===== config.mk =====
export PLATFORM = sky130hd
export DESIGN_NAME = viterbi_ctrl
export DESIGN_NICKNAME = d
export VERILOG_FILES = /design/src/rtl/viterbi_ctrl.sv
export SDC_FILE = /design/constraint.sdc
export NUM_CORES = 1
export LEC_CHECK = 0
export BUFFER_PORTS_ARGS = -buffer_cell sky130_fd_sc_hd__buf_4
export CORE_UTILIZATION = 53
export DETAILED_ROUTE_END_ITERATION = 8
export PLACE_DENSITY = 0.82
export SLEW_MARGIN = 20
export SYNTH_ARGS = -nofsm -noshare
export SYNTH_HDL_FRONTEND = slang
export SYNTH_SLANG_ARGS = --single-unit

===== constraint.sdc =====
create_clock -name clk -period 4.9 [get_ports clk]
set_input_delay 0.245 -clock clk [delete_from_list [all_inputs] [get_ports clk]]
set_output_delay 0.245 -clock clk [all_outputs]
set_load 0.02 [all_outputs]

===== src/rtl/viterbi_ctrl.sv =====
// Viterbi sequencer: seeds δ[0], steps the PE bank, scans for the best terminal state, then traces back.
// Optional macro VITERBI_CTRL_NORM_EN: subtract the per-step maximum from δ when capturing PE results.
module viterbi_ctrl #(
    parameter int I      = 3,
    parameter int W      = 20,
    parameter int T_MAX  = 64,
    localparam int SW    = (I > 1) ? $clog2(I) : 1,
    localparam int LW    = $clog2(T_MAX + 1),
    localparam int AW    = $clog2(T_MAX)
) (
    input  logic              clk,
    input  logic              rst_n,
    input  logic              start,
    input  logic [LW-1:0]     seq_len,
    output logic              busy,
    output logic              done,
    output logic [AW-1:0]     obs_addr,
    input  logic [SW-1:0]     obs_data,
    output logic [SW-1:0]     cur_obs,
    input  logic [I*W-1:0]    emit_row,
    input  logic [I*W-1:0]    log_pi,
    output logic [I*W-1:0]    delta_bank,
    input  logic [I*W-1:0]    pe_delta,
    input  logic [I*SW-1:0]   pe_psi,
    output logic              bp_we,
    output logic [AW-1:0]     bp_addr,
    output logic [I*SW-1:0]   bp_wdata,
    input  logic [I*SW-1:0]   bp_rdata,
    output logic              path_valid,
    output logic [AW-1:0]     path_idx,
    output logic [SW-1:0]     path_state,
    output logic [W-1:0]      final_score
);

    typedef enum logic [3:0] {
        S_IDLE, S_I_FETCH, S_I_LOAD, S_I_SUM,
        S_FETCH, S_LOAD, S_EVAL1, S_EVAL2, S_CAP,
        S_TERM, S_TR_RD, S_TR_SEL, S_DONE
    } state_t;

    function automatic logic signed [W-1:0] add_wrap(input logic signed [W-1:0] a,
                                                     input logic signed [W-1:0] b);
        return a + b;
    endfunction

    function automatic logic signed [W-1:0] sub_wrap(input logic signed [W-1:0] a,
                                                     input logic signed [W-1:0] b);
        return a - b;
    endfunction

    state_t              state;
    logic [AW-1:0]       n;
    logic [AW-1:0]       t_last;
    logic [SW-1:0]       scan_k;
    logic [SW-1:0]       best_s;
    logic signed [W-1:0] best_v;

    logic [LW-1:0]       t_clamp;
    logic [I*W-1:0]      init_sum;
    logic [I*W-1:0]      cap_bank;
    logic signed [W-1:0] scan_v;
    logic                scan_gt;
    logic signed [W-1:0] term_v;
    logic [SW-1:0]       term_s;
    logic [SW-1:0]       bp_sel;

    assign t_clamp = (seq_len > LW'(T_MAX)) ? LW'(T_MAX) : seq_len;

    always_comb begin
        init_sum = '0;
        for (int j = 0; j < I; j++)
            init_sum[j*W +: W] = add_wrap($signed(log_pi[j*W +: W]), $signed(emit_row[j*W +: W]));
    end

`ifdef VITERBI_CTRL_NORM_EN
    logic signed [W-1:0] pe_max;

    always_comb begin
        pe_max = $signed(pe_delta[W-1:0]);
        for (int j = 1; j < I; j++)
            if ($signed(pe_delta[j*W +: W]) > pe_max)
                pe_max = $signed(pe_delta[j*W +: W]);
    end

    always_comb begin
        cap_bank = '0;
        for (int j = 0; j < I; j++)
            cap_bank[j*W +: W] = sub_wrap($signed(pe_delta[j*W +: W]), pe_max);
    end
`else
    assign cap_bank = pe_delta;
`endif

    // Terminal scan: strict '>' keeps the lowest index on ties; slot 0 seeds the running max.
    assign scan_v  = $signed(delta_bank[scan_k*W +: W]);
    assign scan_gt = (scan_k == '0) || (scan_v > best_v);
    assign term_v  = scan_gt ? scan_v : best_v;
    assign term_s  = scan_gt ? scan_k : best_s;
    assign bp_sel  = bp_rdata[best_s*SW +: SW];

    always_ff @(posedge clk) begin
        if (!rst_n) begin
            state       <= S_IDLE;
            n           <= '0;
            t_last      <= '0;
            scan_k      <= '0;
            best_s      <= '0;
            best_v      <= '0;
            busy        <= 1'b0;
            done        <= 1'b0;
            obs_addr    <= '0;
            cur_obs     <= '0;
            delta_bank  <= '0;
            bp_we       <= 1'b0;
            bp_addr     <= '0;
            bp_wdata    <= '0;
            path_valid  <= 1'b0;
            path_idx    <= '0;
            path_state  <= '0;
            final_score <= '0;
        end else begin
            done       <= 1'b0;
            bp_we      <= 1'b0;
            path_valid <= 1'b0;
            case (state)
                S_IDLE: begin
                    if (start) begin
                        if (t_clamp == '0) begin
                            final_score <= '0;
                            done        <= 1'b1;
                            state       <= S_DONE;
                        end else begin
                            busy     <= 1'b1;
                            t_last   <= AW'(t_clamp - 1'b1);
                            obs_addr <= '0;
                            state    <= S_I_FETCH;
                        end
                    end
                end
                S_I_FETCH: state <= S_I_LOAD;
                S_I_LOAD: begin
                    cur_obs <= obs_data;
                    state   <= S_I_SUM;
                end
                S_I_SUM: begin
                    delta_bank <= init_sum;
                    if (t_last == '0) begin
                        scan_k <= '0;
                        state  <= S_TERM;
                    end else begin
                        n        <= AW'(1);
                        obs_addr <= AW'(1);
                        state    <= S_FETCH;
                    end
                end
                S_FETCH: state <= S_LOAD;
                S_LOAD: begin
                    cur_obs <= obs_data;
                    state   <= S_EVAL1;
                end
                S_EVAL1: state <= S_EVAL2;
                S_EVAL2: state <= S_CAP;
                // PE results are valid here; the backpointer write lands the following cycle.
                S_CAP: begin
                    delta_bank <= cap_bank;
                    bp_we      <= 1'b1;
                    bp_addr    <= n;
                    bp_wdata   <= pe_psi;
                    if (n == t_last) begin
                        scan_k <= '0;
                        state  <= S_TERM;
                    end else begin
                        n        <= n + 1'b1;
                        obs_addr <= n + 1'b1;
                        state    <= S_FETCH;
                    end
                end
                S_TERM: begin
                    best_v <= term_v;
                    best_s <= term_s;
                    if (scan_k == SW'(I - 1)) begin
                        final_score <= term_v;
                        path_valid  <= 1'b1;
                        path_idx    <= t_last;
                        path_state  <= term_s;
                        if (t_last == '0) begin
                            busy  <= 1'b0;
                            done  <= 1'b1;
                            state <= S_DONE;
                        end else begin
                            n       <= t_last;
                            bp_addr <= t_last;
                            state   <= S_TR_RD;
                        end
                    end else begin
                        scan_k <= scan_k + 1'b1;
                    end
                end
                S_TR_RD: state <= S_TR_SEL;
                S_TR_SEL: begin
                    best_s     <= bp_sel;
                    path_valid <= 1'b1;
                    path_idx   <= n - 1'b1;
                    path_state <= bp_sel;
                    if (n == AW'(1)) begin
                        busy  <= 1'b0;
                        done  <= 1'b1;
                        state <= S_DONE;
                    end else begin
                        n       <= n - 1'b1;
                        bp_addr <= n - 1'b1;
                        state   <= S_TR_RD;
                    end
                end
                S_DONE:  state <= S_IDLE;
                default: state <= S_IDLE;
            endcase
        end
    end

endmodule


==> key figures, run 1 <==
STA
  • Final Hold Violating Endpoints: 0
  • Highest attainable clock frequency: 0.245 GHz
  • Setup Skew: 10.9 ps
  • Final setup violation count: 0
  • Final-layout setup total negative slack: 0 ps
  • Fin crit period: 4080 ps
  • Unrepaired setup endpoints after global routing: false
  • Slew @ Worst Pin: 1040 ps
  • Max Slew Vio Count: 0
  • Period Utilization, post-route: 83.2%
  • Worst slew margin: 30.2%

Detailed routing
  • Detail-routed via count per cell: 6.20
  • Final routed DRC violation total: 0
  • Via count: 11,700
  • DRT Wirelength: 38,300 µm
  • Initial detailed-routing violation count: 1,239
  • Routed WL per cell: 20.2 µm
  • Number of routed nets with antenna violations: 0
  • Initial DRT Pass Iterations: 6

CTS
  • CTS-repair resized insts: 0
  • Root buffer selected by CTS: clkbuf_16
  • CTS H-tree lvls: 4
  • CTS tree: done
  • Number of hold buffers added after CTS: 0
  • Post-CTS setup buffer count: 0
  • CTS Sinks: 152
  • Clock buffer count from CTS: 17
  • Number of buffers on the longest clock path: 2
  • Clock latency on the worst-skew pair: 440 ps
  • Clk slew on worst S/H paths: 60 ps

Synthesis
  • Total nets after synthesis: 1,639
  • Count of flip-flops with a built-in enable after synthesis: 0
  • Portion of the post-synthesis area used by sequential elements: 29.1%
  • Mapped Cells: 1,349
  • Ys async rst share: 0%
  • Number of synthesis warnings: 0
  • Synthesized area: 10,500 µm²
  • Syn avg cell area: 7.75 µm²
  • Library cells used by synthesis: 68
  • Prevailing post-synth register cell: dfxtp_1
  • Total of flip-flops plus latches after synthesis: 152

Layout
  • Non-filler cells in the finished layout: 1,894
  • Area growth syn-to-layout: 30.2%
  • Layout Utilization: 70.2%
  • Net count of the finished layout: 1,905
  • Most common library cell in the layout ignoring fill and taps: buf_4
  • Share of final-layout standard cells stronger than drive strength 1: 23.4%
  • Highest-count cells in the layout ignoring fill and taps: buf_4 (326), dfxtp_1 (152), nand2_1 (143), a21oi_1 (143), nor2_1 (111)

Power and ir drop
  • Clock share of power: 39.7%
  • Share of power burned in registers: 36.2%
  • Net switching share of the total power: 30.3%
  • Psw: 1140 µW
  • Peak VDD IR: 0.000249 V
  • Leakage power total: 0.00585 µW
  • Internal Pwr Total: 2630 µW
  • Total power divided by cell area: 277 nW/µm²
  • Comb power frac: 24.1%

Critical path
  • Peak fanout along the critical path: 26
  • Category of the worst setup path launch point: flop
  • Type of destination of the critical path: flop
  • Data required time of the worst path: 5180 ps
  • Critical setup path kind: reg -> reg
  • Arrival @ worst endpoint: 4360 ps

Status
  • Run status: complete, no violations

GRT
  • Largest net degree at the start of global routing: 57
  • Number of antenna violations at the first check in global routing: 1
  • Global-route wire length before repair: 58,600 µm
  • Global routing usage summed across all routing layers: 37.5%
  • Total grt overflow: 0
  • Vias in the first global route: 10,800

Job
  • Number of max-cap violations: 0

Place
  • DP HPWL: 28,900 µm
  • Count of placed standard cells including taps: 1,861
  • Number of port buffers: 315
  • Routability-driven placement congestion ratio: 0.991

Floorplan
  • Die width: 142 µm
  • Initial Util: 53.9%
  • DIE AREA: 20,300 µm²
  • Placement row count: 51
  • Die height: 142 µm
  • Top-level port count: 316
  • Floorplan Core Area: 19,400 µm²

Min path
  • Worst Hold Class: in -> reg
## critical path, cell delays in order (launching register included)
cell and delay (ps):
dfxtp_1 340, buf_4 380, mux2i_1 250, o21ai_0 170, ha_1 350, nand3_1 100
or4_1 570, a211o_1 320, nand4b_1 150, o211a_2 690, buf_12 260, mux2i_1 210
o21ai_0 90
## path summary, 6_finish.rpt
path	slack, ps	endpoint	cells past startpoint	startpoint
worst min register to register	460	bp_wdata[1]	2	bp_wdata[1]
worst max register to register	820	final_score[14]	12	scan_k[1]
worst min-delay path	10	delta_bank[35]	2	pe_delta[35]
worst max-delay path	820	final_score[14]	12	scan_k[1]
## stage by stage
| step | cell area [µm²] | power (µW) | hold slack (ps) | setup slack (ps) |
|---|---|---|---|---|
| 2_1_floorplan | 10500 | 1920 | 355 | 1230 |
| 3_3_place_gp | 12900 | 2260 | 443 | 1130 |
| 3_5_place_dp | 12900 | 2280 | 443 | 889 |
| 4_1_cts | 13600 | 3760 | 5.04 | 886 |
| 5_1_grt | 13600 | 3920 | 28.5 | 597 |
| 6_report | 13600 | 3780 | 14.3 | 822 |
## logic make-up after synthesis
logic type / synth area share (%)
mux: 5.52
fa+ha+maj: 10.5
xor+xnor: 4.52
simple gates: 19.1
buf+inv: 4.93
flops: 29.1
compound gates: 26.3
## final cells by class
class | instances | area, µm²
Multi-Input combinational cell | 1068 | 6920
Timing Repair Buffer | 327 | 2470
Inverter | 49 | 184
Fill cell | 1658 | 5780
Clock buffer | 19 | 453
Antenna cell | 1 | 2.50
Clock inverter | 13 | 218
Tap cell | 265 | 332
Sequential cell | 152 | 3040
## cells in the mapped netlist (all sizes together) (9+ instances only)
cell type | n | area, µm²
o21ai | 102 | 510
o211ai | 12 | 95.1
a21o | 20 | 150
xnor2 | 31 | 272
nand4 | 9 | 56.3
nand3 | 24 | 120
a22oi | 14 | 105
a311oi | 9 | 85.1
a221oi | 16 | 140
inv | 49 | 184
o221ai | 13 | 114
nor3 | 72 | 365
o21a | 14 | 105
nor2 | 111 | 417
a211oi | 23 | 173
clkbuf | 60 | 225
and2 | 11 | 68.8
o31ai | 10 | 75.1
buf | 20 | 106
nand2 | 144 | 541
xor2 | 23 | 201
nor2b | 15 | 93.8
a21oi | 143 | 716
o22ai | 15 | 93.8
mux2i | 52 | 521
dfxtp | 152 | 3040
a31oi | 10 | 62.6
ha | 83 | 1040
## per-layer routing
metal / vias up / share of wire [%] / global-route usage (%)
met5: - / 0 / 0
met1: 5446 / 40 / 48.4
met4: 0 / 4.9 / 19.5
met2: 699 / 45 / 58.5
met3: 126 / 10 / 8.31
li1: 5473 / - / -
## power groups by stage
stage	Clock, µW	Combinational (µW)	Sequential (µW)
2_1_floorplan	0	538	1380
3_3_place_gp	0	871	1390
3_5_place_dp	0	889	1390
4_1_cts	1500	895	1360
5_1_grt	1550	993	1370
6_report	1500	909	1370
## flip-flops by register name, indices dropped and copies added, names as in the netlist, 2 cells and up
name and count:
delta_bank 60, path_state 2, n 6, final_score 20
cur_obs 2, t_last 6, bp_wdata 6, state 4
best_v 20, scan_k 2, path_idx 6, best_s 2
obs_addr 6, bp_addr 6
Note: power is estimated with default switching activity, not from simulation.
==> inputs of run 2 (changes only) <==
==> constraint.sdc (replaced) <==
create_clock -name clk -period 4 [get_ports clk]
set_input_delay 0.2 -clock clk [delete_from_list [all_inputs] [get_ports clk]]
set_output_delay 0.2 -clock clk [all_outputs]
set_load 0.02 [all_outputs]
==> run 2 against run 1 <==
Against the previous run:
- clock skew grew 3.2 ps
- via count is essentially flat
- sequential power grew 22%
- setup slack lost 470 ps
- critical path depth is the same
- clock-buffer cell count shrank 2
- fmax grew 12%
- sequential share of layout area grew 0.14 points
- first-iteration DRC count shrank 4.1%
- combinational power grew 23%
- hold slack lost 5.7 ps
- utilization shrank 0.43 points
- critical path type unchanged
- critical endpoint is now best_v[11]
- largest power group is now sequential cells
==> key figures, run 2 (same netlist as run 1, synthesis figures left out) <==
GRT
  • Largest net degree at the start of global routing: 77 (+35%)
  • Global-route wire length before repair: 57,700 µm (-1.6%)
  • Global routing usage summed across all routing layers: 36.9% (-0.65 points)
  • Vias in the first global route: 10,500 (-3.1%)
  • Number of antenna violations at the first check in global routing: 0 (-1)
  • Total grt overflow: 0 (unchanged)

Power and ir drop
  • Peak VDD IR: 0.000288 V (+15%)
  • Leakage power total: 0.00583 µW (-0.48%)
  • Total power divided by cell area: 319 nW/µm² (+15%)

Layout
  • Net count of the finished layout: 1,913 (+0.42%)
  • Flip-flop count of the largest register after layout: 60 (unchanged)
  • Most common library cell in the layout ignoring fill and taps: buf_4
  • Area used by multi-input combinational logic: 6910 µm² (about the same)
  • Post-layout instance area: 13,500 µm² (-0.62%)
  • Final antenna diode count: 0 (-1)
  • Number of filler instances in the final layout: 1,649 (-0.54%)
  • Most flops, register: delta_bank
  • Largest registers ranked by flip-flop count: delta_bank: 60 flops, best_v: 20 flops, final_score: 20 flops
  • Share of final-layout standard cells stronger than drive strength 1: 23.6% (+0.19 points)
  • Area growth syn-to-layout: 29.4%
  • Layout Utilization: 69.8% (-0.43 points)
  • Footprint of the flip-flops and latches: 3040 µm² (unchanged)
  • Highest-count cells in the layout ignoring fill and taps: buf_4 (333), dfxtp_1 (152), nand2_1 (143), a21oi_1 (143), nor2_1 (111)

STA
  • Final setup slack of the worst path: 349 ps (-473 ps)
  • Final setup violation count: 0 (unchanged)
  • Final Hold Violating Endpoints: 0 (unchanged)
  • Highest attainable clock frequency: 0.274 GHz (+12%)
  • Period Utilization, post-route: 91.3% (+8.1 points)
  • Final-layout setup total negative slack: 0 ps (unchanged)
  • Worst slew margin: 30.5% (+0.25 points)
  • Slew @ Worst Pin: 1040 ps (-1.48 ps)
  • Unrepaired setup endpoints after global routing: false
  • Setup Skew: 14.0 ps (+3.18 ps)
  • Fin crit period: 3650 ps (-427 ps)
  • Max Slew Vio Count: 0 (unchanged)

Detailed routing
  • Routed WL per cell: 20.1 µm (-0.62%)
  • DRT Wirelength: 38,200 µm (-0.25%)
  • Final routed DRC violation total: 0 (unchanged)
  • Number of routed nets with antenna violations: 0 (unchanged)
  • Detail-routed via count per cell: 6.18 (-0.40%)
  • Initial detailed-routing violation count: 1,188 (-4.1%)
  • Via count: 11,700 (-0.034%)
  • Initial DRT Pass Iterations: 5 (-1)

Place
  • Routability-driven placement congestion ratio: 0.995 (+0.43%)
  • Number of port buffers: 315 (unchanged)
  • DP HPWL: 28,800 µm (-0.16%)
  • DP Worst Slack: 449 ps (-440 ps)
  • Placed Area: 13,000 µm² (+0.25%)

CTS
  • Clock latency on the worst-skew pair: 440 ps (about the same)
  • Clock buffer count from CTS: 17 (unchanged)
  • Root buffer selected by CTS: clkbuf_16
  • CTS H-tree lvls: 4 (unchanged)
  • CTS Sinks: 152 (unchanged)
  • Number of buffers on the longest clock path: 2 (unchanged)
  • Clk slew on worst S/H paths: 70 ps (about the same)
  • CTS-repair resized insts: 0 (unchanged)
  • CTS tree: done

Critical path
  • Peak fanout along the critical path: 19 (-27%)
  • Cell with the biggest individual delay on the critical path: o211ai_2
  • Reg-to-Reg Start: scan_k[1]
  • Type of destination of the critical path: flop
  • Critical setup path kind: reg -> reg
  • Arrival @ worst endpoint: 4000 ps (-360 ps)
  • Critical path startpoint: scan_k[1]
  • Data required time of the worst path: 4350 ps (-830 ps)
  • Buffering stage count on the worst path with inverters included: 2 (unchanged)
  • Delay of the slowest cell on the worst path: 780 ps (+90 ps)
  • Family of cells with the greatest summed delay on the critical path: compound AO/OA/AOI/OAI gates
  • Category of the worst setup path launch point: flop
  • Critical path cell sequence: buf_4 > buf_4 > mux2i_1 > o21ai_0 > ha_1 > nor2b_1 > o211ai_1 > a211o_1 > nand4b_1 > o211ai_2 > nor3_1 > nor3_1

Min path
  • Worst Hold Class: in -> reg
  • Start point of the worst hold path: pe_psi[4]

Floorplan
  • DIE AREA: 20,300 µm² (unchanged)
  • Top-level port count: 316 (unchanged)
  • Die height: 142 µm (unchanged)
  • Die width: 142 µm (unchanged)
  • Placement row count: 51 (unchanged)
  • Initial Util: 53.9% (unchanged)
  • Floorplan Core Area: 19,400 µm² (unchanged)

Status
  • Run status: complete, no violations

Job
  • Number of max-cap violations: 0 (unchanged)
-- run 2: area by class of cell --
cell class / count / share of cell area, %
multi-input cells: 1068 / 51.1
flip-flops and latches: 152 / 22.5
repair buffers: 335 / 18.6
clock buffers: 17 / 3.14
well taps: 265 / 2.45
inverters: 49 / 1.36
clock inverters: 15 / 0.869
-- run 2: metrics by stage --
step | instances | power, µW | hold slack [ps]
2_1_floorplan | 1349 | 2350 | 310
3_3_place_gp | 1867 | 2780 | 394
4_1_cts | 1901 | 4290 | 1.25
3_5_place_dp | 1867 | 2800 | 399
6_report | 1901 | 4310 | 8.61
5_1_grt | 1901 | 4480 | 18.9
-- run 2: worst reg2reg max path, delay by kind of cell, from the launching register on --
kind | cells | cell delay, ps
compound gates | 4 | 1630
flops | 1 | 330
mux | 1 | 90
buf+inv | 2 | 560
fa+ha+maj | 1 | 350
simple gates | 4 | 620
-- run 2: what timing repair did --
item / 4_1_cts / 5_1_grt
buffers inserted: 0 / 0
endpoints found under the hold margin: 2 / 0
hold buffers: 2 / 0
-- run 2: worst paths after layout --
kind / end / slack [ps] / cells past startpoint
worst max-delay path: best_v[11] / 350 / 12
worst max register to register: best_v[11] / 350 / 12
worst min register to register: final_score[11] / 450 / 2
worst min-delay path: bp_wdata[4] / 9 / 3
-- run 2: metal layers --
layer / share of wire [%] / track usage (%) / vias to the layer above / wire length (µm)
met4: 4.0 / 15.5 / 0 / 1520
met1: 41 / 48.2 / 5434 / 15600
met5: 0 / 0 / - / 0
met3: 9.7 / 7.84 / 119 / 3690
met2: 46 / 58.6 / 694 / 17500
li1: - / - / 5493 / -
-- run 2: power breakdown --
group | leakage, µW | switching (µW) | internal (µW)
registers | 0.00123 | 102 | 1570
logic | 0.00433 | 616 | 509
clock network | 0.000266 | 710 | 805
